$ cat config.mk
export PLATFORM = sky130hd
export DESIGN_NAME = ram_arbiter
export DESIGN_NICKNAME = d
export VERILOG_FILES = /design/src/rtl/ram_arbiter.sv
export SDC_FILE = /design/constraint.sdc
export NUM_CORES = 1
export LEC_CHECK = 0
export CAP_MARGIN = 15
export CORE_UTILIZATION = 40
export DETAILED_ROUTE_END_ITERATION = 12
export PLACE_DENSITY = 0.86
export SLEW_MARGIN = 10
export SYNTH_ARGS = -nofsm -noshare
export SYNTH_HDL_FRONTEND = slang
export SYNTH_SLANG_ARGS = --single-unit
$ cat constraint.sdc
create_clock -name clk -period 2.8 [get_ports clk]
set_clock_uncertainty 0.1 [all_clocks]
set_input_delay 0.56 -clock clk [delete_from_list [all_inputs] [get_ports clk]]
set_output_delay 0.56 -clock clk [all_outputs]
set_load 0.02 [all_outputs]
$ cat src/rtl/ram_arbiter.sv
// ram_arbiter: shares the single-port 8 KB RAM between port A (CPU) and port B (loader),
// with an optional post-reset zero-fill and a starvation guard for port B.
module ram_arbiter #(
  parameter bit          CLEAR_ON_RESET = 1'b1,
  parameter logic [7:0]  CLEAR_VALUE    = 8'h00,
  parameter int          MAX_WAIT       = 4
) (
  input  logic        clk,
  input  logic        rst_n,
  input  logic        a_req,
  input  logic        a_we,
  input  logic [12:0] a_addr,
  input  logic [7:0]  a_din,
  output logic        a_gnt,
  output logic        a_rvalid,
  output logic [7:0]  a_dout,
  input  logic        b_req,
  input  logic        b_we,
  input  logic [12:0] b_addr,
  input  logic [7:0]  b_din,
  output logic        b_gnt,
  output logic        b_rvalid,
  output logic [7:0]  b_dout,
  output logic [12:0] ram_address,
  output logic        ram_w_en,
  output logic [7:0]  ram_din,
  input  logic [7:0]  ram_dout,
  output logic        clear_busy
);
  typedef enum logic {CLEAR, ARB} state_t;
  localparam logic [3:0] MW = 4'(MAX_WAIT);
  state_t      state, state_nx;
  logic [12:0] fill, last_addr;
  logic [3:0]  starve, starve_nx;
  logic        a_win, b_win;
  always_ff @(posedge clk or negedge rst_n) begin
    if (!rst_n) begin
      state     <= CLEAR_ON_RESET ? CLEAR : ARB;
      fill      <= '0;
      starve    <= '0;
      last_addr <= '0;
      a_rvalid  <= 1'b0;
      b_rvalid  <= 1'b0;
    end else begin
      state     <= state_nx;
      fill      <= (state == CLEAR) ? fill + 13'd1 : fill;
      starve    <= starve_nx;
      last_addr <= ram_address;
      a_rvalid  <= a_win && !a_we;
      b_rvalid  <= b_win && !b_we;
    end
  end
  // B wins outright when alone, or when A has starved it for MAX_WAIT cycles
  always_comb begin
    b_win       = (state == ARB) && b_req && (!a_req || starve == MW);
    a_win       = (state == ARB) && a_req && !b_win;
    state_nx    = (state == CLEAR && fill == 13'h1FFF) ? ARB : state;
    starve_nx   = (b_req && a_win) ? ((starve == MW) ? starve : starve + 4'd1) : 4'd0;
    ram_address = (state == CLEAR) ? fill : a_win ? a_addr : b_win ? b_addr : last_addr;
    ram_w_en    = (state == CLEAR) || (a_win && a_we) || (b_win && b_we);
    ram_din     = (state == CLEAR) ? CLEAR_VALUE : b_win ? b_din : a_din;
  end
  assign a_gnt      = a_win;
  assign b_gnt      = b_win;
  assign a_dout     = ram_dout;
  assign b_dout     = ram_dout;
  assign clear_busy = (state == CLEAR);
endmodule

==> results of run 1 <==
-- report_power, final --
| part | total, mW | switching (mW) | internal [mW] |
|---|---|---|---|
| Sequential | 0.476 | 0 | 0.476 |
| Clock | 0.469 | 0.179 | 0.290 |
| Combinational | 0.153 | 0.0589 | 0.0940 |
-- layout make-up --
| type | count | area, µm² |
|---|---|---|
| Sequential cell | 33 | 826 |
| Fill cell | 449 | 2120 |
| Multi-Input combinational cell | 145 | 1080 |
| Tap cell | 70 | 87.6 |
| Clock inverter | 1 | 30.0 |
| Timing Repair Buffer | 98 | 892 |
| Clock buffer | 7 | 86.3 |
| Inverter | 14 | 52.6 |
-- layout by cell type, fill, tap and decap left out, drive strengths merged, types with 2 or more instances in the layout --
cell,instances
and3,3
nor3,4
nor4,2
mux2,14
ha,3
nor2,5
clkdlybuf4s50,48
dfrtp,33
nand4,4
o221ai,10
nand3,12
o211ai,8
o22ai,6
clkbuf,19
nand4b,2
xnor2,13
dlygate4sd2,11
a21oi,22
inv,14
o32ai,3
nor2b,3
o21ai,3
buf,25
nand2,2
nand2b,14
o2bb2ai,4
-- what timing repair did --
action,4_1_cts,5_1_grt
endpoints found under the setup margin,24,14
hold buffers,0,0
buffers inserted,5,0
pin swaps,1,0
gates resized for setup,32,26
-- worst min path at each step --
| stage | startpoint | endpoint | cells after the start |
|---|---|---|---|
| floorplan | rst_n | a_rvalid | 0 |
| global placement | starve[0] | starve[0] | 1 |
| detailed placement | starve[0] | starve[0] | 1 |
| CTS | starve[0] | starve[0] | 1 |
| global route | starve[0] | starve[0] | 1 |
| finish | starve[0] | starve[0] | 1 |
-- per-stage QoR --
step | hold slack [ns] | setup TNS (ns)
final | 0.414 | 0
after floorplan | 0.164 | 0
after CTS | 0.415 | 0
after global placement | 0.372 | -5.87
after global routing | 0.433 | 0
after detailed placement | 0.406 | -6.47
-- flip-flops by register name, summed over array words and instances, names as in the netlist --
signal / count
fill: 13
last_addr: 13
starve: 4
a_rvalid: 1
b_rvalid: 1
state: 1
-- cells by family (layout without fill, tap and decap cells) --
kind of cell | after synthesis | count (layout) | synth area share
fa+ha+maj | 3 | 3 | 0.0172
flops | 33 | 33 | 0.379
mux | 14 | 14 | 0.0724
buf+inv | 48 | 120 | 0.125
compound gates | 59 | 59 | 0.194
xor+xnor | 14 | 14 | 0.0563
simple gates | 55 | 55 | 0.156
-- routing by layer --
| metal | part of all wire | vias up |
|---|---|---|
| li1 | - | 943 |
| met1 | 0.39 | 994 |
| met2 | 0.50 | 109 |
| met3 | 0.099 | 14 |
| met4 | 0.017 | 0 |
| met5 | 0 | - |
==> metrics.yaml, run 1 <==
place:
  dp_hpwl_mm: 4.35
  gp_congestion: 0.900
  placed_cells: 355
  port_buffers: 74
  place_worst_setup_slack_ns: -0.362
  dpl_cell_area_um2: 2970
timing:
  fmax_mhz: 373
  relSlewSlack: 0.712
  hold_viol_final: 0
  setup_ws_ns: 0.120
  tightestPinTransition_ns: 0.432
  slew_viol_final: 0
  rsz0062_at_grt: "false"
  period_share: 0.957
  min_period_ns: 2.68
  setup_viol: 0
clocking:
  clock-sinks: 33
  htree_levels: 2
  cts_tree: "built"
  clk_path_buf_depth: 2
  cts-root-buf: "clkbuf_8"
  numCtsBuffers: 5
  path_clk_slew_ns: 0.07
  clk_latency_ns: 0.28
finish:
  layout.nets: 356
  drive_above_1_share: 0.198
  syn2layout_area_growth_pct: 40.3
  final_core_util: 0.591
  design_area_um2: 3060
  fin_cells: 368
  num_antenna_cells: 0
global_routing:
  met1_usage: 0.249
  gr-total-overflow: 0
  grt_max_degree: 34
  grt_pass1_wl_mm: 9.54
  antenna_found_initial: 0
  grt_util_met2: 0.407
  grt_usage: 0.224
  grt.busiest_layer: "met2"
  grt_pass1_vias: 2091
  met3_usage: 0.0569
worst_hold_path:
  hold_path.class: "register to register"
drt:
  wire_per_inst_um: 16.7
  firstDrtPassIters: 4
  initialDrtViolationCount: 175
  drc: 0
  wirelength_mm: 6.14
  via_count: 2060
  vias_per_cell: 5.60
  ant_nets: 0
worst_setup_path:
  cpPeakStageDelay_ns: 0.42
  crit_start: "starve[0]"
  r2r_end: "fill[12]"
  crit_path_cell_trace: "inv_1, ha_1, nand4b_2, buf_12, a311o_1, dlygate4sd2_1"
  crit_path_max_fanout: 19
  critical_path_arrival_ns: 2.02
  r2r_slack_ns: 1.09
  r2r.worst_path.cells: 4
  worst-setup-path-type: "register to primary output"
  worst_setup_path_start_kind: "register"
  endpoint: "ram_w_en"
  cp.depth: 6
  required_ns: 2.14
  slowest_stage: "dfrtp_1"
  crit_family: "buffers and inverters"
  path_buf_inv: 3
  rr_startpoint: "state"
  end_kind: "primary output"
power:
  power.density_nw_per_um2: 359
  fin_total_pwr_mw: 1.10
  p_leak_nw: 1.35
  ir_worst_vdd_mv: 0.198
synthesis:
  yosysWarnings: 0
  synthCells: 226
  synthFlopType: "dfrtp_1"
  synth-edff-count: 0
  yosysMostFrequentCell: "dfrtp_1"
  yosys.area.top_type: "dfrtp_1"
  yosys_register_bits: 33
  synth-async-reset-ratio: 1.00
  netlist_area_um2: 2180
  ys_types: 37
  yosysTopAreaCellShare: 0.379
  synth.cells.most_frequent: "dfrtp_1, a21oi_1, buf_4"
  avgSynthCellArea_um2: 9.64
  syn_nets: 285
  synth_seq_area_share: 0.379
  ys_top_cells_by_area: "dfrtp_1, buf_4, xnor2_1, a21oi_1, mux2_1"
floorplanning:
  die_h_um: 75.8
  core-area_um2: 5170
  num_rows: 26
  io_pins: 99
  die_w_um: 75.8
  die_area_um2: 5740
  start_util: 0.421
job:
  cap_viol_max_count: 0
run_status:
  run_status: "finished clean"
No activity file was read; power rests on OpenSTA's default activity.
==> run 2: changes to the inputs <==
GPL_ROUTABILITY_DRIVEN = 1   (was default)
==> results of run 2 <==
Final layout, timing and power as in run 1 (identical DEF).
==> run 3: changes to the inputs <==
GPL_TIMING_DRIVEN = 0   (was default)
HOLD_SLACK_MARGIN = 0.02   (was default)
==> run 3 against run 2 <==
  * Die area did not move
  * Clock power fell by 2%
  * Total power rose by 3.1%
  * Sequential power barely moved
  * First-iteration DRC count fell by 12%
  * Utilization rose by 3.0 points
  * Design area rose by 5.2%
  * Register-to-register slack got worse by 0.02 ns
  * Critical endpoint unchanged
  * Largest power group unchanged
==> metrics.yaml, run 3 (same netlist as run 1, synthesis figures left out) <==
worst_setup_path:
  worst-setup-path-type: "register to primary output"
  worst_setup_path_start_kind: "register"
  critical_path_arrival_ns: 2.04
  crit_path_max_fanout: 10
  required_ns: 2.14
  end_kind: "primary output"
finish:
  final_core_util: 0.621
  layout.nets: 382
  final_cell_mix: "clkdlybuf4s50_1, dfrtp_1, buf_4, a21oi_1"
  reg_top3: "fill (13), last_addr (13), starve (4)"
  num_antenna_cells: 0
  final_common_cell: "clkdlybuf4s50_1"
  drive_above_1_share: 0.213
  syn2layout_area_growth_pct: 47.5
floorplanning:
  core-area_um2: 5170
  die_w_um: 75.8
  die_area_um2: 5740
  start_util: 0.421
  die_h_um: 75.8
  num_rows: 26
  io_pins: 99
clocking:
  cts_tree: "built"
  htree_levels: 2
  clk_path_buf_depth: 2
  numCtsBuffers: 5
  clock-sinks: 33
  ctsHoldBuffers: 0
  path_clk_slew_ns: 0.07
  cts-root-buf: "clkbuf_8"
  clk_latency_ns: 0.29
  cts_setup_buffers: 0
drt:
  vias_per_cell: 5.43
  ant_nets: 0
  wirelength_mm: 6.49
  initialDrtViolationCount: 154
  wire_per_inst_um: 16.5
  via_count: 2140
  firstDrtPassIters: 4
  drc: 0
timing:
  rsz0062_at_grt: "false"
  min_period_ns: 2.70
  hold_slack_ns: 0.239
  relSlewSlack: 0.505
  tightestPinTransition_ns: 0.743
  fmax_mhz: 371
  period_share: 0.963
  slew_viol_final: 0
  setup_viol: 0
  hold_viol_final: 0
power:
  ir_worst_vdd_mv: 0.337
  p_leak_nw: 1.42
  power.density_nw_per_um2: 352
global_routing:
  grt_pass1_vias: 2159
  gr-total-overflow: 0
  grt_usage: 0.233
  antenna_found_initial: 0
  met1_usage: 0.259
  grt_pass1_wl_mm: 9.81
  grt_util_met2: 0.421
  grt_max_degree: 34
  grt.busiest_layer: "met2"
  met3_usage: 0.0661
place:
  dp_hpwl_mm: 4.72
  port_buffers: 89
  gp_congestion: 0.852
worst_hold_path:
  hold_path.class: "primary input to asynchronous set/reset pin"
run_status:
  run_status: "finished clean"
job:
  cap_viol_max_count: 0
-- run 3: layout make-up --
class	instances	area, µm²
plain buffers	34	228
clock buffers	7	86.3
clock inverters	1	30.0
fillers	431	1960
inverters	14	52.6
multi-input cells	145	1080
flip-flops and latches	33	826
well taps	70	87.6
repair buffers	90	822
-- run 3: worst max-delay path, stage by stage (launching register included) --
cell           delay [ns]
dfrtp_1              0.42
inv_1                0.08
ha_1                 0.19
nand4b_2             0.16
buf_4                0.22
a311o_1              0.36
dlygate4sd2_1        0.32
-- run 3: worst paths after layout --
kind	from	end	slack (ns)	depth (start not counted)
worst min-delay path	rst_n	fill[6]	0.24	1
max in group asynchronous	rst_n	fill[0]	1.89	1
worst max-delay path	starve[0]	ram_w_en	0.10	6
min in group clk	starve[0]	starve[0]	0.43	1
worst min register to register	starve[0]	starve[0]	0.43	1
worst max register to register	starve[0]	last_addr[12]	1.07	6
-- run 3: layer usage --
metal  vias up  routed length, µm  share of wire
met5         -                  0              0
met2       118               3300           0.51
met1      1006               2460           0.38
met4         0                161          0.025
li1        996                  -              -
met3        20                578          0.089
-- run 3: power breakdown --
| group | switching (mW) | leakage [nW] | internal (mW) |
|---|---|---|---|
| logic | 0.0795 | 0.923 | 0.116 |
| registers | 0 | 0.437 | 0.477 |
| clock network | 0.170 | 0.0585 | 0.290 |
-- run 3: repair_timing --
item,4_1_cts,5_1_grt
gates cloned,1,0
gates resized for setup,31,23
setup endpoints to repair,24,12
-- run 3: per-stage QoR --
step           instances  cell area [µm²]  worst slack [ns]  power, mW  setup TNS, ns
2_1_floorplan        226             2180             0.602      0.568              0
3_5_place_dp         385             3150            -0.403      0.677          -7.48
6_report             394             3210             0.103       1.13              0
3_3_place_gp         385             3160            -0.418      0.675          -7.29
4_1_cts              394             3260           0.00902       1.14              0
5_1_grt              394             3210           0.00690       1.17              0
